--- src/rtl/reset_seq_pkg.sv ---
// Shared types and sizing helpers for the ordered reset-release sequencer.
// Imported by reset_sequencer and anything that needs its state encoding.
package reset_seq_pkg;

  typedef enum logic [1:0] {
    ST_HOLD         = 2'd0,
    ST_RELEASE_WAIT = 2'd1,
    ST_RUN          = 2'd2,
    ST_ASSERT       = 2'd3
  } seq_state_t;

  localparam int DEF_NUM_STAGES    = 3;
  localparam int DEF_HOLD_CYCLES   = 16;
  localparam int DEF_STAGE_GAP     = 4;
  localparam int DEF_TIMEOUT_CYCLES = 64;

  // Wide enough to hold the larger of the hold and timeout counts.
  function automatic int cnt_width(input int hold_cycles, input int timeout_cycles);
    int m;
    m = (hold_cycles > timeout_cycles) ? hold_cycles : timeout_cycles;
    return $clog2(m + 1);
  endfunction

  function automatic int idx_width(input int num_stages);
    return (num_stages > 1) ? $clog2(num_stages) : 1;
  endfunction

endpackage

--- src/rtl/reset_sequencer.sv ---
// Ordered reset-release controller: holds every domain in reset, releases them
// lowest index first with a gap and ready/timeout handshake, and supports warm reset.
module reset_sequencer
  import reset_seq_pkg::*;
#(
  parameter int NUM_STAGES     = DEF_NUM_STAGES,
  parameter int HOLD_CYCLES    = DEF_HOLD_CYCLES,
  parameter int STAGE_GAP      = DEF_STAGE_GAP,
  parameter int TIMEOUT_CYCLES = DEF_TIMEOUT_CYCLES
) (
  input  logic                  clk,
  input  logic                  reset_in,
  input  logic [NUM_STAGES-1:0] stage_ready,
  input  logic                  soft_req,
  output logic [NUM_STAGES-1:0] stage_resetn,
  output logic                  all_done,
  output logic                  busy,
  output logic                  soft_ack,
  output logic [NUM_STAGES-1:0] timeout_err
);

  localparam int CW = cnt_width(HOLD_CYCLES, TIMEOUT_CYCLES);
  localparam int IW = idx_width(NUM_STAGES);

  localparam logic [CW-1:0] HOLD_VAL = CW'(HOLD_CYCLES);
  localparam logic [CW:0]   GAP_VAL  = (CW+1)'(STAGE_GAP);
  localparam logic [CW:0]   TMO_VAL  = (CW+1)'(TIMEOUT_CYCLES);
  localparam logic [CW-1:0] CNT_MAX  = {CW{1'b1}};
  localparam logic [IW-1:0] LAST_IDX = IW'(NUM_STAGES - 1);

  seq_state_t            state_reg;
  logic [CW-1:0]         counter_reg;
  logic [IW-1:0]         idx_reg;
  logic [NUM_STAGES-1:0] stage_resetn_reg;
  logic [NUM_STAGES-1:0] timeout_err_reg;
  logic                  all_done_reg;
  logic                  busy_reg;
  logic                  soft_ack_reg;
  logic                  warm_reg;

  logic [CW-1:0] counter_next;
  logic [CW:0]   cnt_plus1;
  logic          ready_ok;
  logic          timed_out;

  // Saturating increment; the counter never wraps back into a valid window.
  always_comb begin
    counter_next = (counter_reg == CNT_MAX) ? counter_reg : counter_reg + 1'b1;
    cnt_plus1    = {1'b0, counter_reg} + {{CW{1'b0}}, 1'b1};
    ready_ok     = (cnt_plus1 >= GAP_VAL) && stage_ready[idx_reg];
    timed_out    = (cnt_plus1 == TMO_VAL);
  end

  always_ff @(posedge clk) begin
    if (reset_in) begin
      state_reg        <= ST_HOLD;
      counter_reg      <= '0;
      idx_reg          <= '0;
      stage_resetn_reg <= '0;
      timeout_err_reg  <= '0;
      all_done_reg     <= 1'b0;
      busy_reg         <= 1'b1;
      soft_ack_reg     <= 1'b0;
      warm_reg         <= 1'b0;
    end else begin
      soft_ack_reg <= 1'b0;
      unique case (state_reg)
        ST_HOLD: begin
          if (counter_reg == HOLD_VAL) begin
            stage_resetn_reg[0] <= 1'b1;
            idx_reg             <= '0;
            counter_reg         <= '0;
            state_reg           <= ST_RELEASE_WAIT;
          end else begin
            counter_reg <= counter_next;
          end
        end

        ST_RELEASE_WAIT: begin
          if (ready_ok || timed_out) begin
            // Ready wins when it coincides with the timeout edge.
            if (!ready_ok) begin
              timeout_err_reg[idx_reg] <= 1'b1;
            end
            if (idx_reg == LAST_IDX) begin
              state_reg    <= ST_RUN;
              all_done_reg <= 1'b1;
              busy_reg     <= 1'b0;
              if (warm_reg) begin
                soft_ack_reg <= 1'b1;
                warm_reg     <= 1'b0;
              end
            end else begin
              stage_resetn_reg[idx_reg + 1'b1] <= 1'b1;
              idx_reg                          <= idx_reg + 1'b1;
              counter_reg                      <= '0;
            end
          end else begin
            counter_reg <= counter_next;
          end
        end

        ST_RUN: begin
          if (soft_req && !soft_ack_reg) begin
            all_done_reg                   <= 1'b0;
            busy_reg                       <= 1'b1;
            warm_reg                       <= 1'b1;
            stage_resetn_reg[NUM_STAGES-1] <= 1'b0;
            if (NUM_STAGES == 1) begin
              state_reg   <= ST_HOLD;
              counter_reg <= '0;
              idx_reg     <= '0;
            end else begin
              state_reg <= ST_ASSERT;
              idx_reg   <= LAST_IDX;
            end
          end
        end

        ST_ASSERT: begin
          // idx_reg names the stage cleared last; clear the one below it.
          stage_resetn_reg[idx_reg - 1'b1] <= 1'b0;
          idx_reg                          <= idx_reg - 1'b1;
          if (idx_reg == IW'(1)) begin
            state_reg   <= ST_HOLD;
            counter_reg <= '0;
            idx_reg     <= '0;
          end
        end

        default: begin
          state_reg <= ST_HOLD;
        end
      endcase
    end
  end

  assign stage_resetn = stage_resetn_reg;
  assign all_done     = all_done_reg;
  assign busy         = busy_reg;
  assign soft_ack     = soft_ack_reg;
  assign timeout_err  = timeout_err_reg;

endmodule

--- config.mk ---
export PLATFORM = sky130hd
export DESIGN_NAME = reset_sequencer
export DESIGN_NICKNAME = d
export VERILOG_FILES = /design/src/rtl/reset_seq_pkg.sv /design/src/rtl/reset_sequencer.sv
export SDC_FILE = /design/constraint.sdc
export NUM_CORES = 1
export LEC_CHECK = 0
export BUFFER_PORTS_ARGS = -buffer_cell sky130_fd_sc_hd__buf_2
export CORE_MARGIN = 2
export CORE_UTILIZATION = 63
export CTS_CLUSTER_DIAMETER = 80
export DETAILED_ROUTE_END_ITERATION = 10
export PLACE_DENSITY = 0.85
export SLEW_MARGIN = 0
export SYNTH_ARGS = -nofsm -noshare
export SYNTH_HDL_FRONTEND = slang
export SYNTH_SLANG_ARGS = --single-unit
--- constraint.sdc ---
create_clock -name clk -period 4.6 [get_ports clk]
set_clock_uncertainty 0.05 [all_clocks]
set_input_delay 0.23 -clock clk [delete_from_list [all_inputs] [get_ports clk]]
set_output_delay 0.23 -clock clk [all_outputs]
set_load 0.01 [all_outputs]
* Yosys cells after proc, flatten, opt, wreduce, memory -nomap -nowiden
Cells that the tools add are included.
** Storage, ports and cells
- Bits in registers :: 21
- Latch bits :: 0
- Bits in writable memories :: 0
- Bits in read-only memories :: 0
- Bits of input ports :: 6
- Memories kept :: 0
** Operators by class
- Add/sub/neg operators :: 4
- Multipliers :: 0
- Divide/modulo/power cells :: 0
- Order comparisons :: 7
- Eq/ne operators :: 15
- Shifts and indexed selects :: 0
- Mux-type cells :: 41
- Bitwise logic cells :: 8
- Reduce and logical (&&, ||, !) cells :: 21
** Operators by type and width (number)
- $mux W7 :: 5
- $pmux W7 S3 :: 1
- $mux W2 :: 10
- $pmux W2 S4 :: 2
- $reduce_and A4 Y1 :: 4
- $mux W1 :: 12
- $ne A2 B2 Y1 const B :: 6
- $lt A2 B3 Y1 const B :: 3
- $reduce_and A3 Y1 :: 3
- $add A7 B1 Y8 const B :: 1
- $eq A8 B7 Y1 const B :: 1
- $ge A8 B3 Y1 const B :: 1
- $add A7 B1 Y7 const B :: 1
- $eq A7 B5 Y1 const B :: 1
- $eq A7 B7 Y1 const B :: 1
- $demux W1 S2 :: 3
- $eq A2 B2 Y1 const B :: 3
- $ge A2 B1 Y1 const B :: 3
- $mux W3 :: 2
- $or A3 B3 Y3 :: 2
- $pmux W1 S2 :: 3
- $pmux W1 S3 :: 2
- $reduce_bool A3 Y1 :: 2
- $logic_and A1 B1 Y1 :: 5
- 14 further kinds :: 19

* Longest topological paths before layout
Gate-level depths: netlist (run 1).
- Word-level depth :: 9
- Mapped depth :: 8
- Depth with buffers taken out :: 8

* Least setup slack after synthesis (run 1)
OpenSTA, ideal clock, no wires.
- Path kind :: reg-to-reg
- Start point :: reg counter_reg[0]
- End point :: reg stage_resetn_reg[2] (netlist: stage_resetn[2])
- Library setup time :: 121 ps
- Data arrival time :: 2131 ps
- Data required time :: 4429 ps
- Path slack :: 2297 ps
- Stages on the path, launching flop included :: 8
- Cells stage by stage :: dfxtp_1 ha_1 nand2_1 o41ai_2 o221a_4 o211ai_2 a211o_1 mux2_4
** Between the ends
- Cells in the longest elaborated chain, start to end :: 6
- Elaborated cells on any way between the ends :: 7
- Classes of those cells :: 1 x add/sub; 1 x order compare; 2 x eq/ne; 3 x reduce/logical
** RTL lines
- from (decl) :: RTL line reset_sequencer.sv:32 : logic [CW-1:0] counter_reg;
- from (signal assigned) :: RTL line reset_sequencer.sv:75 : counter_reg <= counter_next;
- from (signal assigned) :: RTL line reset_sequencer.sv:99 : counter_reg <= counter_next;
- $add A7 B1 Y8 (*) :: RTL line reset_sequencer.sv:49 : cnt_plus1 = {1'b0, counter_reg} + {{CW{1'b0}}, 1'b1};
- $ge A8 B3 Y1 :: RTL line reset_sequencer.sv:50 : ready_ok = (cnt_plus1 >= GAP_VAL) && stage_ready[idx_reg];
- $logic_and A1 B1 Y1 :: RTL line reset_sequencer.sv:50
- $logic_or A1 B1 Y1 (*) :: RTL line reset_sequencer.sv:80 : if (ready_ok || timed_out) begin
- $ne A2 B2 Y1 (no line) (*)
- $reduce_and A4 Y1 (no line) (*)
- to (signal assigned) :: RTL line reset_sequencer.sv:59 : stage_resetn_reg <= '0;
- to (signal, indexed assignment) :: RTL line reset_sequencer.sv:94 : stage_resetn_reg[idx_reg + 1'b1] <= 1'b1;
- to (signal, indexed assignment) :: RTL line reset_sequencer.sv:108 : stage_resetn_reg[NUM_STAGES-1] <= 1'b0;
- to (decl) :: RTL line reset_sequencer.sv:34 : logic [NUM_STAGES-1:0] stage_resetn_reg;
Mark *: on every way between the ends. The rest lies on a longest branch, timed or not.
A chain may end at the register's enable or synchronous reset.

* Worst setup path in the final report (run 1)
- Start point :: reg counter_reg[1]
- End point :: reg counter_reg[3]
** Between the ends
- Cells in the longest elaborated chain, start to end :: 6
- Elaborated cells on any way between the ends :: 14
- Classes of those cells :: 2 x add/sub; 1 x order compare; 4 x eq/ne; 4 x mux; 3 x reduce/logical
** RTL lines (RTL line)
- $add A7 B1 Y8 :: reset_sequencer.sv:49
- $ge A8 B3 Y1 :: reset_sequencer.sv:50
- $logic_and A1 B1 Y1 :: reset_sequencer.sv:50
- $logic_or A1 B1 Y1 :: reset_sequencer.sv:80
- $ne A3 B3 Y1 (no line) / $mux W7 (equally long branches)
- $reduce_and A3 Y1 (no line) / $pmux W7 S3 (equally long branches)
Several ways; a longest one is shown, not always the timed one.

==> impl_metrics.json, run 1 <==
{
  "status": "complete, no violations",
  "num_io_pins": 15,
  "gp_congestion": 0.902,
  "placedCellCount": 210,
  "die_h_um": 53.1,
  "ys_seq_area_share_pct": 27.6,
  "crit_arrival_ns": 3.12,
  "placed_cell_area_sq_mm": 0.00157,
  "cp-end-kind": "flop",
  "insertion_delay_ns": 0.32,
  "die_x_um": 53.1,
  "postCtsSetupBuffers": 0,
  "io_buffers": 14,
  "syn_area_per_cell_sq_um": 8.55,
  "tns_ns": 0,
  "ys.flop_type": "dfxtp_1",
  "cts_buffer_depth": 2,
  "yosysWarnings": 0,
  "leakage_uw": 0.000625,
  "h-tree-depth": 1,
  "synthTopCellsByArea": "dfxtp_1 (28%), ha_1 (9.9%), o21ai_0 (4.6%)",
  "drc": 0,
  "cts_tree": "built",
  "grt_pass1_vias": 1317,
  "cts_hold_buf": 0,
  "finalCritPeriodShare_pct": 63.5,
  "syn_to_final_growth_pct": 5.10,
  "clock-root-buffer": "clkbuf_4",
  "synth-simple-area-share_pct": 22.3,
  "pwr_density_cell_mw_per_mm2": 196,
  "overflow": 0,
  "crit_fanout": 11,
  "synthArstFlopShare_pct": 0,
  "routed_wirelength_um": 3680,
  "start_kind": "flop",
  "numClockSinks": 21,
  "synth_top_family_by_area": "compound AO/OA/AOI/OAI gates",
  "largest_register_ffs": 7,
  "num_rows": 17,
  "setup.worst_path.class": "flop to flop",
  "ys_ff_latch": 21,
  "synthMostInstantiatedCell": "dfxtp_1",
  "yosysTopAreaCell": "dfxtp_1",
  "yosys.area_share.xor_xnor_pct": 0.576,
  "synth.area.mux_share_pct": 3.78,
  "nets": 205,
  "cts_resized": 0,
  "hp-class": "primary input to flop",
  "syn_inst": 178,
  "drive_gt1_share_pct": 18.3,
  "dr.pass1.iters": 4,
  "drt-vias-per-instance": 6.72,
  "yosysUniqueCellTypes": 49,
  "synth_area_sq_mm": 0.00152,
  "synth_edf_count": 0,
  "critPathRequiredTime_ns": 4.80,
  "start_util_pct": 67.5,
  "slew_violations": 0,
  "antennaDiodeCount": 0,
  "synthesis.nets": 196,
  "grt_max_degree": 29,
  "tightest_slew_ns": 0.797,
  "path_clk_slew_ns": 0.13,
  "grt_pass1_wl_um": 5980,
  "final_area_sq_mm": 0.00160,
  "antenna_found_initial": 0,
  "fin_cells": 214,
  "finalCriticalPeriod_ns": 2.92,
  "numCtsBuffers": 3,
  "relSlewSlack_pct": 46.8,
  "power_uw": 313,
  "synthTopCellsByCount": "dfxtp_1 (21), o21ai_0 (14), nor2_1 (13)",
  "peakVddDrop_v": 0.000144,
  "grt_usage_pct": 29.0,
  "core_sq_mm": 0.00225,
  "drt_iter0_markers": 68,
  "setup_violations": 0,
  "ant_nets": 0,
  "max_freq_mhz": 342,
  "hpwl_um": 2730,
  "rsz0062_at_grt": "no",
  "rrSetupSlack_ns": 1.68,
  "drv_cap": 0,
  "timing_hold_violations_final": 0,
  "yosysTopAreaCellShare_pct": 27.6,
  "die-area_sq_mm": 0.00282,
  "synth_fa_ha_area_share_pct": 9.87,
  "synth-compound-area-share_pct": 29.3,
  "vias": 1438,
  "wl_per_cell_um": 17.2
}
## path summary, 6_finish.rpt
path,from,endpoint,depth (start not counted)
worst max-delay path,counter_reg[1],counter_reg[3],7
worst max register to register,counter_reg[1],counter_reg[3],7
worst min register to register,all_done,all_done,2
worst min-delay path,reset_in,timeout_err[1],2
## cell type report
| type | count | area, sq um |
|---|---|---|
| clock buffer | 3 | 22.5 |
| inverter | 12 | 45.0 |
| tap | 28 | 35.0 |
| timing repair buffer | 14 | 70.1 |
| clock inverter | 1 | 5.00 |
| multi-input combinational | 135 | 1000 |
| fill | 185 | 656 |
| sequential | 21 | 420 |
## worst max-delay path, cell delays in order, from the launching register on
cell and delay, ns:
dfxtp_1 0.45, ha_1 0.29, nand2_1 0.16, o41ai_2 0.45, o221a_4 0.31, o2111ai_1 0.42
and2_1 0.46, a221oi_2 0.26
## routing by layer
metal | global-route usage [%] | vias up | part of all wire (%)
met1 | 37.6 | 672 | 43
met3 | 5.37 | 13 | 7.5
met5 | 0 | - | 0
met2 | 45.2 | 76 | 47
met4 | 15.8 | 0 | 2.9
li1 | - | 677 | -
## cell families after synthesis
logic type,after synthesis
xor gates and xnor gates,1
DFF,21
and+or+nand+nor,58
adders and majority gates,12
buffers and inverters,22
AOI/OAI and AO/OA,59
muxes,5
## layout by cell type, fill, tap and decap left out, types with 2 or more instances in the layout
| master | netlist | layout |
|---|---|---|
| dfxtp_1 | 21 | 21 |
| o21ai_0 | 14 | 14 |
| buf_2 | 2 | 14 |
| nor2_1 | 13 | 13 |
| inv_1 | 12 | 12 |
| nand2_1 | 12 | 12 |
| ha_1 | 12 | 12 |
| a21oi_1 | 8 | 8 |
| a211oi_1 | 8 | 8 |
| a31oi_1 | 8 | 8 |
| nor3b_1 | 4 | 4 |
| nand4_1 | 4 | 4 |
| o21a_1 | 4 | 4 |
| and2_1 | 3 | 3 |
| and3_1 | 3 | 3 |
| nand3b_1 | 3 | 3 |
| clkbuf_4 | 0 | 3 |
| nor2b_1 | 2 | 2 |
| mux2i_1 | 2 | 2 |
| o22ai_1 | 2 | 2 |
| nand4b_1 | 2 | 2 |
| o311ai_2 | 2 | 2 |
| a211o_1 | 2 | 2 |
| mux2_2 | 2 | 2 |
| nand3_1 | 2 | 2 |
## power by group
part | internal [uW] | total [uW] | switching (uW) | leakage, uW
sequential | 184 | 188 | 3.74 | 0.000170
clock | 32.6 | 95.7 | 63.1 | 0.0000177
combinational | 13.0 | 29.8 | 16.8 | 0.000438
total | 230 | 313 | 83.6 | 0.000625
## metrics by stage
stage | worst slack, ns | hold WS (ns) | utilization, %
after floorplan | 2.30 | 0.398 | -
after global routing | 1.40 | 0.327 | 70.9
final | 1.68 | 0.313 | 70.9
after CTS | 1.75 | 0.309 | 70.9
after detailed placement | 1.78 | 0.408 | 69.7
after global placement | 1.90 | 0.392 | 69.7
No activity file was read; power rests on OpenSTA's default activity.
==> run 2: changes to the inputs <==
Settings changed: ABC_AREA from default to 1, CORE_UTILIZATION 63 to 58, PLACE_DENSITY 0.85 to 0.8.
Clock period 4.6 ns to 3 ns, I/O delays scaled along.
==> impl_metrics.json, run 2 <==
{
  "status": "complete, no violations",
  "grt_pass1_wl_um": 4960,
  "r2r-end": "counter_reg[0]",
  "cts_tree": "built",
  "critPathRequiredTime_ns": 3.16,
  "worstHoldStart": "reset_in",
  "hold_depth": 2,
  "cts_buffer_depth": 2,
  "syn_inst": 225,
  "yosysTopAreaCell": "dfxtp_1",
  "ys_ff_latch": 21,
  "final_cell_mix": "nand2_1 (58), nor2_1 (36), inv_1 (26)",
  "largest_register_ffs": 7,
  "start_util_pct": 60.5,
  "path_clk_slew_ns": 0.11,
  "synthMostInstantiatedCell": "nand2_1",
  "antennaDiodeCount": 0,
  "power_uw": 1300,
  "crit_fanout": 11,
  "drt-vias-per-instance": 5.16,
  "die-area_sq_mm": 0.00296,
  "synthArstFlopShare_pct": 0,
  "ant_nets": 0,
  "numCtsBuffers": 3,
  "max_freq_mhz": 449,
  "overflow": 0,
  "num_io_pins": 15,
  "numClockSinks": 21,
  "internal_power_uw": 665,
  "drt_iter0_markers": 40,
  "relSlewSlack_pct": 63.4,
  "antenna_found_initial": 0,
  "ys.flop_type": "dfxtp_1",
  "routed_wirelength_um": 3020,
  "mostFrequentLayoutCell": "nand2_1",
  "start_kind": "flop",
  "yosysUniqueCellTypes": 27,
  "pwr_density_cell_mw_per_mm2": 821,
  "hp-class": "primary input to flop",
  "gp_congestion": 0.871,
  "io_buffers": 14,
  "crit_arrival_ns": 2.38,
  "vias": 1388,
  "num_rows": 18,
  "hold_ws_ns": 0.113,
  "finalCriticalPeriod_ns": 2.23,
  "die_x_um": 54.4,
  "grt_pass1_vias": 1161,
  "postCtsSetupBuffers": 0,
  "rsz0062_at_grt": "no",
  "syn_area_per_cell_sq_um": 6.54,
  "clock-root-buffer": "clkbuf_4",
  "leakage_uw": 0.000782,
  "final_area_sq_mm": 0.00158,
  "rr_startpoint": "counter_reg[0]",
  "grt_max_degree": 15,
  "yosysTopAreaCellShare_pct": 28.6,
  "cts_resized": 0,
  "drive_gt1_share_pct": 14.2,
  "hpwl_um": 2380,
  "hold-path-endpoint": "timeout_err[0]",
  "synth_area_sq_mm": 0.00147,
  "cp-end-kind": "flop",
  "synth_edf_count": 0,
  "setup_violations": 0,
  "synthTopCellsByArea": "dfxtp_1 (29%), nand2_1 (15%), ha_1 (10%)",
  "peakVddDrop_v": 0.000668,
  "pwr-share-seq_pct": 31.9,
  "synthesis.nets": 243,
  "core_sq_mm": 0.00243,
  "tns_ns": 0,
  "power_frac_comb_pct": 57.7,
  "insertion_delay_ns": 0.31,
  "dr.pass1.iters": 4,
  "synthTopCellsByCount": "nand2_1 (58), nor2_1 (36), inv_1 (26), dfxtp_1 (21), nand3_1 (16)",
  "die_h_um": 54.4,
  "clockPowerShare_pct": 10.4,
  "setup.worst_path.class": "flop to flop",
  "rrSetupSlack_ns": 0.77,
  "p_sw_share_pct": 48.7,
  "slew_violations": 0,
  "grt_usage_pct": 22.8,
  "p_switching_uw": 633,
  "finalCritPeriodShare_pct": 74.2,
  "ys_seq_area_share_pct": 28.6,
  "drc": 0,
  "fillers": 239,
  "placed_cell_area_sq_mm": 0.00155,
  "timing_hold_violations_final": 0,
  "wl_per_cell_um": 11.2,
  "cts_hold_buf": 0,
  "tightest_slew_ns": 0.546,
  "h-tree-depth": 1,
  "syn_to_final_growth_pct": 7.40,
  "drv_cap": 0,
  "yosysWarnings": 0,
  "nets": 258,
  "ff2ff_path_depth": 10
}
run 2: layer usage:
layer | share of wire [%] | vias to the layer above | global-route usage [%] | routed length (um)
li1 | - | 751 | - | -
met1 | 51 | 604 | 31.9 | 1540
met2 | 44 | 29 | 35.5 | 1320
met3 | 4.6 | 4 | 4.92 | 140
met4 | 0.60 | 0 | 5.42 | 18
met5 | 0 | - | 0 | 0
run 2: final cells by class:
type	count	area, sq um	share of cell area, %
clock buffer	3	22.5	1.43
clock inverter	1	5.00	0.317
inverter	27	101	6.41
multi-input combinational	173	923	58.4
sequential	21	420	26.6
tap	30	37.5	2.38
timing repair buffer	14	70.1	4.43
run 2: power groups by stage:
stage	combinational, uW	sequential, uW	clock, uW
final	749	414	135
after global routing	869	428	149
after CTS	747	415	140
after detailed placement	745	421	0
after global placement	738	418	0
after floorplan	613	413	0
run 2: worst max path at each step:
stage                        start             end  slack (ns)  cells past startpoint
floorplan           counter_reg[0]  counter_reg[0]        1.14                     11
global placement    counter_reg[0]  counter_reg[0]        0.90                     10
detailed placement  counter_reg[0]  counter_reg[0]        0.80                     10
CTS                 counter_reg[0]  counter_reg[0]        0.78                     10
global route        counter_reg[0]  counter_reg[0]        0.58                     10
finish              counter_reg[0]  counter_reg[0]        0.77                     10
run 2: cell families (layout without fill, tap and decap cells):
family	Yosys count	in the layout	synth area share (%)
AND/OR/NAND/NOR	136	136	42.9
XOR/XNOR	1	1	0.595
buffers and inverters	31	45	8.67
flip-flops	21	21	28.6
AO/OA/AOI/OAI	24	24	9.01
adder cells (fa/ha/maj)	12	12	10.2
run 2: critical path: stages, from the launching register on:
cell and delay [ns]:
dfxtp_1 0.47, ha_1 0.25, nand3_2 0.13, xor2_1 0.34, nor2_4 0.07, nand2_1 0.11
nand2_2 0.10, nand3_2 0.21, nand2_1 0.10, o21ai_2 0.23, nor2_1 0.07
run 2: through the flow:
| stage | util (%) | setup WS [ns] | instances |
|---|---|---|---|
| finish | 65.0 | 0.773 | 269 |
| CTS | 65.0 | 0.780 | 269 |
| detailed placement | 63.8 | 0.804 | 265 |
| global route | 65.0 | 0.583 | 269 |
| global placement | 63.8 | 0.905 | 265 |
| floorplan | - | 1.14 | 225 |
